$ cat src/rtl/fetch_unit.sv
// fetch_unit: instruction-fetch stage between the PC and the IF/ID register.
// Issues a read at the current PC, tells the PC when to advance, captures the
// returned word into IF/ID, and parks one word in a skid buffer when decode
// stalls so a memory hit is never lost. Redirects flush everything fetched;
// a halt opcode parks the front end until the next flush or reset.
module fetch_unit #(
  parameter logic [5:0]  HALT_OP = 6'h3F,
  parameter logic [31:0] PC_STEP = 32'd4
) (
  input  logic        CLK,
  input  logic        RST,
  input  logic [31:0] pc_val,
  output logic        pc_ihit,
  output logic        imemREN,
  output logic [31:0] imemaddr,
  input  logic        ihit,
  input  logic [31:0] imemload,
  input  logic        stall,
  input  logic        flush,
  output logic        ifid_valid,
  output logic [31:0] ifid_instr,
  output logic [31:0] ifid_pc,
  output logic [31:0] ifid_npc,
  output logic        halted
);

  typedef enum logic [1:0] {
    FETCH   = 2'd0,
    WAIT_ID = 2'd1,
    HALTED  = 2'd2
  } state_t;

  state_t      state;
  logic [31:0] skid_instr;
  logic [31:0] skid_pc;
  logic        accept;

  // Decode can take a new entry when IF/ID is empty or being consumed.
  assign accept = !ifid_valid || !stall;

  // Memory-side and PC-side controls. A flush always advances the PC so the
  // redirect target loads, and suppresses the read for that cycle.
  always_comb begin
    imemREN  = (state == FETCH) && !flush;
    imemaddr = pc_val;
    pc_ihit  = ((state == FETCH) && ihit && !flush) || flush;
    halted   = (state == HALTED);
  end

  // Fetch FSM with IF/ID register and one-entry skid buffer.
  always_ff @(posedge CLK or posedge RST) begin
    if (RST) begin
      state      <= FETCH;
      ifid_valid <= 1'b0;
      ifid_instr <= '0;
      ifid_pc    <= '0;
      ifid_npc   <= '0;
      skid_instr <= '0;
      skid_pc    <= '0;
    end else if (flush) begin
      // Skid contents are dead once state leaves WAIT_ID; no separate valid.
      state      <= FETCH;
      ifid_valid <= 1'b0;
    end else begin
      unique case (state)
        FETCH: begin
          if (ihit) begin
            if (accept) begin
              ifid_valid <= 1'b1;
              ifid_instr <= imemload;
              ifid_pc    <= pc_val;
              ifid_npc   <= pc_val + PC_STEP;
              state      <= (imemload[31:26] == HALT_OP) ? HALTED : FETCH;
            end else begin
              // PC already advanced on this hit, so the word must be parked.
              skid_instr <= imemload;
              skid_pc    <= pc_val;
              state      <= WAIT_ID;
            end
          end else if (ifid_valid && !stall) begin
            ifid_valid <= 1'b0;
          end
        end
        WAIT_ID: begin
          if (!stall) begin
            ifid_valid <= 1'b1;
            ifid_instr <= skid_instr;
            ifid_pc    <= skid_pc;
            ifid_npc   <= skid_pc + PC_STEP;
            state      <= (skid_instr[31:26] == HALT_OP) ? HALTED : FETCH;
          end
        end
        HALTED: begin
          if (!stall) ifid_valid <= 1'b0;
        end
        default: state <= FETCH;
      endcase
    end
  end

endmodule

$ cat config.mk
export PLATFORM = sky130hd
export DESIGN_NAME = fetch_unit
export DESIGN_NICKNAME = d
export VERILOG_FILES = /design/src/rtl/fetch_unit.sv
export SDC_FILE = /design/constraint.sdc
export NUM_CORES = 1
export LEC_CHECK = 0
export ABC_CLOCK_PERIOD_IN_PS = 12030
export CELL_PAD_IN_SITES_DETAIL_PLACEMENT = 2
export CELL_PAD_IN_SITES_GLOBAL_PLACEMENT = 2
export CORE_MARGIN = 3
export CORE_UTILIZATION = 33
export DETAILED_ROUTE_END_ITERATION = 16
export PLACE_DENSITY_LB_ADDON = 0.1
export SLEW_MARGIN = 20
export SYNTH_ARGS = -nofsm -noshare
export SYNTH_HDL_FRONTEND = slang
export SYNTH_SLANG_ARGS = --single-unit
export TNS_END_PERCENT = 100
$ cat constraint.sdc
create_clock -name CLK -period 12.03 [get_ports CLK]
set_input_delay 1.8045 -clock CLK [delete_from_list [all_inputs] [get_ports CLK]]
set_output_delay 1.8045 -clock CLK [all_outputs]
set_load 0.005 [all_outputs]
# After elaboration in Yosys (flattened, before gate mapping)

Cells that the tools add are included.

Logic and storage cells: 66
Flip-flop bits (word level): 163
Output and inout bits: 132
Input port bits: 69

Muxes and demuxes: 26
Reduce and logical (&&, ||, !) cells: 16
Add/sub/neg operators: 2
Bitwise gates (word level): 2
Eq/ne operators: 13

Operator list:

| kind                                                                   | number |
|---|---|
| 32-bit 2-to-1 mux                                                      | 9 |
| 32-bit case mux with 2 select lines                                    | 3 |
| 32-bit by 3-bit adder with 32-bit output (second input constant)       | 2 |
| 6-bit equality test (second input constant)                            | 2 |
| 2-bit 2-to-1 mux                                                       | 6 |
| 5-bit AND reduction                                                    | 2 |
| 3-bit != test (second input constant)                                  | 3 |
| 2-bit != test (second input constant)                                  | 4 |
| 1-bit 2-to-1 mux                                                       | 6 |
| 2-bit case mux with 3 select lines                                     | 1 |
| 1-bit logical AND                                                      | 4 |
| 4-bit by 3-bit != test with 1-bit output (second input constant)       | 1 |
| 4-bit != test (second input constant)                                  | 1 |
| 4-bit AND reduction                                                    | 1 |
| 4-bit nonzero test                                                     | 1 |
| 1-bit logical NOT                                                      | 3 |
| 1-bit case mux with 3 select lines                                     | 1 |
| 3-bit AND reduction                                                    | 1 |
| 2-bit by 1-bit equality test with 1-bit output (second input constant) | 1 |
| 2-bit equality test (second input constant)                            | 1 |
| 2-bit logical NOT                                                      | 1 |
| 1-bit logical OR                                                       | 2 |
| 1-bit NOT                                                              | 2 |
| 2-bit nonzero test                                                     | 1 |

# Depth between registers and ports, before layout

Gate-level depths: netlist of run 1.

Depth after elaboration: 6
Mapped depth: 14
Mapped depth without buffers: 9

# Worst setup path after synthesis of run 1

Ideal clock, no wire load.

Path type: input-to-output
Start point: input flush
End point: output pc_ihit
Data arrival time: 2.164 ns
Required time: 10.226 ns
Path slack: 8.062 ns
Cell stages on the path: 2
Path buffers: 1
Path through: clkbuf_1 > a21o_1

Word-level cells in the longest chain between the ends: 3

Ends and longest elaborated chain:

| element            | line | RTL |
|---|---|---|
| start, declared    | 19   | `input logic flush,` |
| 1-bit logical NOT  | 46   | `pc_ihit = ((state == FETCH) && ihit && !flush) \|\| flush;` |
| 1-bit logical AND  | 46   |  |
| 1-bit logical OR * | 46   |  |
| end, declared      | 13   | `output logic pc_ihit,` |

Every way passes the cells marked *; elsewhere a longest branch is shown, timed or not.

# Worst setup path after layout of run 1

Start point: input flush
End point: output imemREN

Word-level cells in the longest chain between the ends: 2

Ends and longest elaborated chain:

| element           | line | RTL |
|---|---|---|
| 1-bit logical NOT | 44   | `imemREN = (state == FETCH) && !flush;` |
| 1-bit logical AND | 44   |  |
| end, declared     | 14   | `output logic imemREN,` |

No other way between the ends.

==> results_dict.tcl, run 1 <==
set metrics [dict create \
    use_met2_pct 33.1 \
    die-width_um 160 \
    total_power_mw 1.69 \
    timing.hold.ws_ps 486 \
    antenna_found_initial 0 \
    grt.busiest_layer "met2" \
    cts.htree.levels 4 \
    cts_made_buffers 17 \
    hold_viol 0 \
    fmax_ghz 0.196 \
    ys_types 44 \
    fin_setup_tns_ps 0 \
    synthCells 728 \
    slew_headroom_pct 30.2 \
    drtPass1Iterations 4 \
    die-area_sq_mm 0.0256 \
    hold_path_class "flip-flop to flip-flop" \
    leakagePower_nw 4.24 \
    nFillCells 2346 \
    insertion_delay_ps 420 \
    setup_violations 0 \
    grt_pass1_vias 7038 \
    num_rows 55 \
    start_util_pct 34.1 \
    cts_resized 0 \
    arrival_ps 3290 \
    syn-num-nets 801 \
    portBuffers 200 \
    worst-path-max-fanout 10 \
    crit_type "primary input to output pin" \
    antenna_cells 0 \
    place_ws_ps 6960 \
    fp.dieH_um 160 \
    end_kind "output pin" \
    initialDrtViolationCount 202 \
    wl_per_cell_um 19.9 \
    rsz0062_at_grt "false" \
    post-route-util_pct 45.7 \
    vias_per_cell 5.08 \
    cts_setup_buffers 0 \
    period_share_pct 42.4 \
    synth_top_area_share_pct 51.6 \
    outcome "complete, no violations" \
    grt_pass1_wl_mm 39.1 \
    drc 0 \
    num_vias 6119 \
    finalNetCount 951 \
    max_stage_delay_ps 600 \
    ios 201 \
    coreArea_sq_mm 0.0229 \
    ir_drop_mv 0.0849 \
    gp_congestion 0.768 \
    worst_path_max_delay_cell "clkdlybuf4s50_1" \
    finalMaxSlewViolations 0 \
    path_clk_slew_ps 60 \
    r2r_start "state[1]" \
    antenna_left 0 \
    routed_wl_mm 23.9 \
    fin_ws_ps 6930 \
    gr-usage-met3_pct 5.34 \
    clockBufferDepth 2 \
    avgSynthCellArea_sq_um 10.7 \
    crit_family "buffers and inverters" \
    tritoncts "done" \
    worst_pin_slew_ps 1050 \
    yosys_warnings 0 \
    synth_area_leader_cell "dfrtp_1" \
    overflow 0 \
    maxCapViolCount 0 \
    critical_path.startpoint "flush" \
    cp_num_buf_inv 2 \
    gr-usage-all-layers_pct 18.9 \
    crit_chain "clkdlybuf4s50_1, nor2b_1, clkdlybuf4s50_1" \
    min-delay-start "ifid_npc[10]" \
    area_delta_synth_final_pct 33.9 \
    dp_hpwl_mm 16.7 \
    grt_util_met1_pct 23.3 \
    drive_gt1_share_pct 13.1 \
    synth_area_sq_mm 0.00781 \
    cp-start-kind "primary input" \
    grt_max_degree 97 \
    postCtsHoldBufs 0 \
    synth_seq_cells 161 \
    cts.sinks 161 \
    cp_common_cell "clkdlybuf4s50_1" \
    ys_seq_area_share_pct 51.6 \
    netlist_top_cells_area "dfrtp_1 (52%), mux2_2 (10%), mux2i_1 (7.6%), nand2_1 (5.7%), o21ai_0 (5.5%)" \
    finalCriticalPeriod_ps 5100 \
    power_density_mw_per_mm2 161 \
    clockRootBuffer "clkbuf_16" \
    finClkSkew_ps 10.1 \
    required_ps 10230 \
]
## tightest hold or removal path: stages, from the launching register on
cell,delay (ps)
dfrtp_1,350
nand2_1,50
o21ai_0,60
## final timing paths
check	end	slack [ps]	cells after the start
hold reg to reg	ifid_npc[10]	490	2
min in group asynchronous	ifid_instr[24]	1930	2
max in group asynchronous	skid_pc[29]	8610	3
hold / removal	ifid_npc[10]	490	2
setup reg to reg	ifid_npc[22]	7710	8
setup / recovery	imemREN	6930	3
## per-stage QoR
stage	instance area [sq um]	instances
after floorplan	7810	728
after global placement	9840	1171
after detailed placement	9840	1171
after CTS	10400	1203
after global routing	10500	1204
final	10500	1204
## registers in the layout (all words and copies together), names as in the netlist
name	cells
skid_pc	32
ifid_npc	30
ifid_pc	32
state	2
ifid_instr	32
ifid_valid	1
skid_instr	32
## kinds of logic (layout without fill, tap and decap cells)
kind of cell    count (synthesis)  count (layout)  share of synthesized area [%]
flops                         161             161                           51.6
xor+xnor                       18              18                           2.02
simple gates                  204             204                           12.6
fa+ha+maj                       4               4                          0.641
compound gates                130             130                           9.67
buf+inv                        82             245                           5.85
mux                           129             129                           17.7
## cell type report
class	count	area [sq um]	area share, %
clock buffer	20	467	4.46
tap	313	392	3.74
clock inverter	12	124	1.18
multi-input combinational	485	3350	32.0
timing repair buffer	207	2070	19.8
sequential	161	4030	38.5
inverter	6	27.5	0.263
## cell usage in the layout (no fill, tap or decap), drive strengths merged, types with 3 or more instances in the layout
cell type / synthesis / layout
nand4: 14 / 14
xnor2: 14 / 14
nand3: 25 / 25
dfrtp: 161 / 161
nand3b: 11 / 11
a22oi: 5 / 5
mux2: 70 / 70
clkbuf: 28 / 20
a222oi: 3 / 3
a21o: 5 / 5
nor3: 5 / 5
nor2: 12 / 12
clkinvlp: 0 / 4
o21a: 3 / 3
clkinv: 0 / 3
inv: 6 / 10
buf: 48 / 7
o31ai: 6 / 6
xor2: 4 / 4
a21oi: 8 / 8
nand4b: 7 / 7
o211ai: 3 / 3
nor4: 3 / 3
o21ai: 86 / 86
mux2i: 59 / 59
ha: 4 / 4
clkdlybuf4s50: 0 / 200
nand2: 119 / 119
## synth_stat cells
library cell	n
nand4_2	1
inv_1	6
clkbuf_1	28
o21ai_0	86
and3b_1	2
xor2_1	4
dfrtp_1	161
nand3_1	23
nor4_1	3
ha_1	4
nand3_2	2
a221oi_1	2
nor3_1	5
a22oi_1	5
a21oi_1	8
nor2b_1	1
buf_1	2
a31oi_1	2
xnor2_1	14
buf_6	1
a2111oi_1	1
nand2_1	119
a21o_1	5
a41oi_1	1
mux2_2	70
o31ai_1	6
o211ai_1	3
nand4b_1	7
buf_2	11
a222oi_1	3
buf_4	34
and4_1	1
and3_1	1
mux2i_1	59
a21boi_0	2
nand3b_1	11
a32oi_1	2
or2_2	1
nor2_1	12
nand4_4	1
o21a_1	3
or4_1	2
o31a_1	1
nand4_1	12
## where the power goes
part	leakage, nW	internal [mW]	switching (mW)
clock	0.278	0.306	0.239
sequential	2.01	0.670	0.0957
combinational	1.95	0.226	0.150
total	4.24	1.20	0.485
## routing by layer
layer / wire (um) / share of wire [%]
met4: 254 / 1.1
met5: 0 / 0
met3: 1250 / 5.2
met1: 10300 / 43
met2: 12100 / 50
No activity file was read; power rests on OpenSTA's default activity.
==> run 2: changes to the inputs <==
ABC_CLOCK_PERIOD_IN_PS = 4200   (was 12030)
CORE_UTILIZATION = 28   (was 33)
clock period = 4.2 ns   (was 12.03 ns; I/O delays follow)
==> results_dict.tcl, run 2 (synthesized netlist as in run 1, its figures left out) <==
set metrics [dict create \
    worst_path_max_delay_cell "or4_1" \
    place_ws_ps 733 \
    cts_setup_buffers 0 \
    gp_congestion 0.755 \
    required_ps 4530 \
    start_util_pct 28.7 \
    overflow 0 \
    finalCriticalPeriod_ps 3330 \
    max_stage_delay_ps 590 \
    rsz0062_at_grt "false" \
    ir_drop_mv 0.178 \
    min-delay-start "ifid_pc[16]" \
    crit_chain "inv_1, ha_4, mux2_2, ha_1, nand4_1, a21oi_1, nand3_2, or4_1, o211ai_1" \
    cts.sinks 161 \
    drtPass1Iterations 4 \
    r2r_start "state[1]" \
    final_common_cell "clkdlybuf4s50_1" \
    final_cell_mix "clkdlybuf4s50_1 (200), dfrtp_1 (161), nand2_1 (119), o21ai_0 (86), mux2_2 (70)" \
    cts_made_buffers 17 \
    cp-start-kind "flip-flop" \
    antenna_found_initial 0 \
    die-width_um 173 \
    antenna_left 0 \
    leakagePower_nw 4.26 \
    holdPathStages 2 \
    path_clk_slew_ps 70 \
    arrival_ps 3660 \
    insertion_delay_ps 420 \
    grt_max_degree 162 \
    final_cells 1268 \
    cts_resized 0 \
    finClkSkew_ps 14.7 \
    place_inst 1237 \
    initialDrtViolationCount 281 \
    timing.hold.ws_ps 481 \
    area_delta_synth_final_pct 35.5 \
    clockRootBuffer "clkbuf_16" \
    r2r-end "ifid_npc[22]" \
    reg2reg_depth 9 \
    cp_num_buf_inv 1 \
    grt_pass1_vias 6856 \
    clockBufferDepth 2 \
    fp.dieH_um 173 \
    power_density_mw_per_mm2 454 \
    hold_path_class "flip-flop to flip-flop" \
    setup_violations 0 \
    antenna_cells 0 \
    period_share_pct 79.2 \
    outcome "complete, no violations" \
    grt_pass1_wl_mm 40.0 \
    num_rows 60 \
    drive_gt1_share_pct 13.6 \
    maxCapViolCount 0 \
    portBuffers 200 \
    end_kind "flip-flop" \
    coreArea_sq_mm 0.0272 \
    finalNetCount 957 \
    vias_per_cell 4.82 \
    post-route-util_pct 39.0 \
    finalMaxSlewViolations 0 \
    wl_per_cell_um 19.4 \
    reg2reg_slack_ps 870 \
    min_to "ifid_pc[16]" \
    fmax_ghz 0.301 \
    routed_wl_mm 24.6 \
    slew_headroom_pct 23.6 \
    die-area_sq_mm 0.0299 \
    cts.htree.levels 4 \
    worst_pin_slew_ps 1150 \
    ios 201 \
    dp_hpwl_mm 17.4 \
    worst-path-max-fanout 48 \
    crit_family "simple AND/OR/NAND/NOR gates" \
    drc 0 \
    tritoncts "done" \
    fin_ws_ps 873 \
    hold_viol 0 \
    gr-usage-all-layers_pct 16.6 \
    crit_type "flip-flop to flip-flop" \
    num_vias 6117 \
    postCtsHoldBufs 0 \
    fin_setup_tns_ps 0 \
]
run 2: worst max path at each step:
stage | from | endpoint | slack [ps] | cells after the start
final | state[1] | ifid_npc[22] | 870 | 9
after global routing | state[1] | ifid_npc[24] | 530 | 9
after CTS | state[1] | ifid_npc[22] | 770 | 9
after detailed placement | pc_val[2] | ifid_npc[22] | 730 | 8
after global placement | pc_val[2] | ifid_npc[22] | 920 | 8
after floorplan | state[1] | ifid_npc[22] | 850 | 13
run 2: tightest hold or removal path, cell delays in order, from the launching register on:
cell	delay (ps)
dfrtp_1	340
nand2_1	50
o21ai_0	60
run 2: layer usage:
layer,wire length [um],part of all wire [%],track usage [%],up-vias
met5,0,0,0,-
met4,293,1.2,3.85,0
met3,1270,5.1,4.83,18
met2,12200,50,28.6,141
met1,10800,44,20.7,3106
li1,-,-,-,2852
run 2: final cells by class:
cell class	count	area (sq um)
Multi-Input combinational cell	485	3350
Sequential cell	161	4030
Clock buffer	18	439
Timing Repair Buffer	213	2150
Fill cell	2900	16600
Inverter	6	26.3
Tap cell	372	465
Clock inverter	13	128
run 2: metrics by stage:
step / cell area (sq um) / power, mW
after CTS: 10600 / 4.90
after global placement: 10000 / 3.27
after floorplan: 7820 / 2.65
after global routing: 10600 / 5.12
final: 10600 / 4.81
after detailed placement: 10000 / 3.34
run 2: report_power, final:
group	switching, mW	total, mW	internal [mW]
Clock	0.683	1.52	0.840
Combinational	0.435	1.09	0.658
Sequential	0.270	2.19	1.92
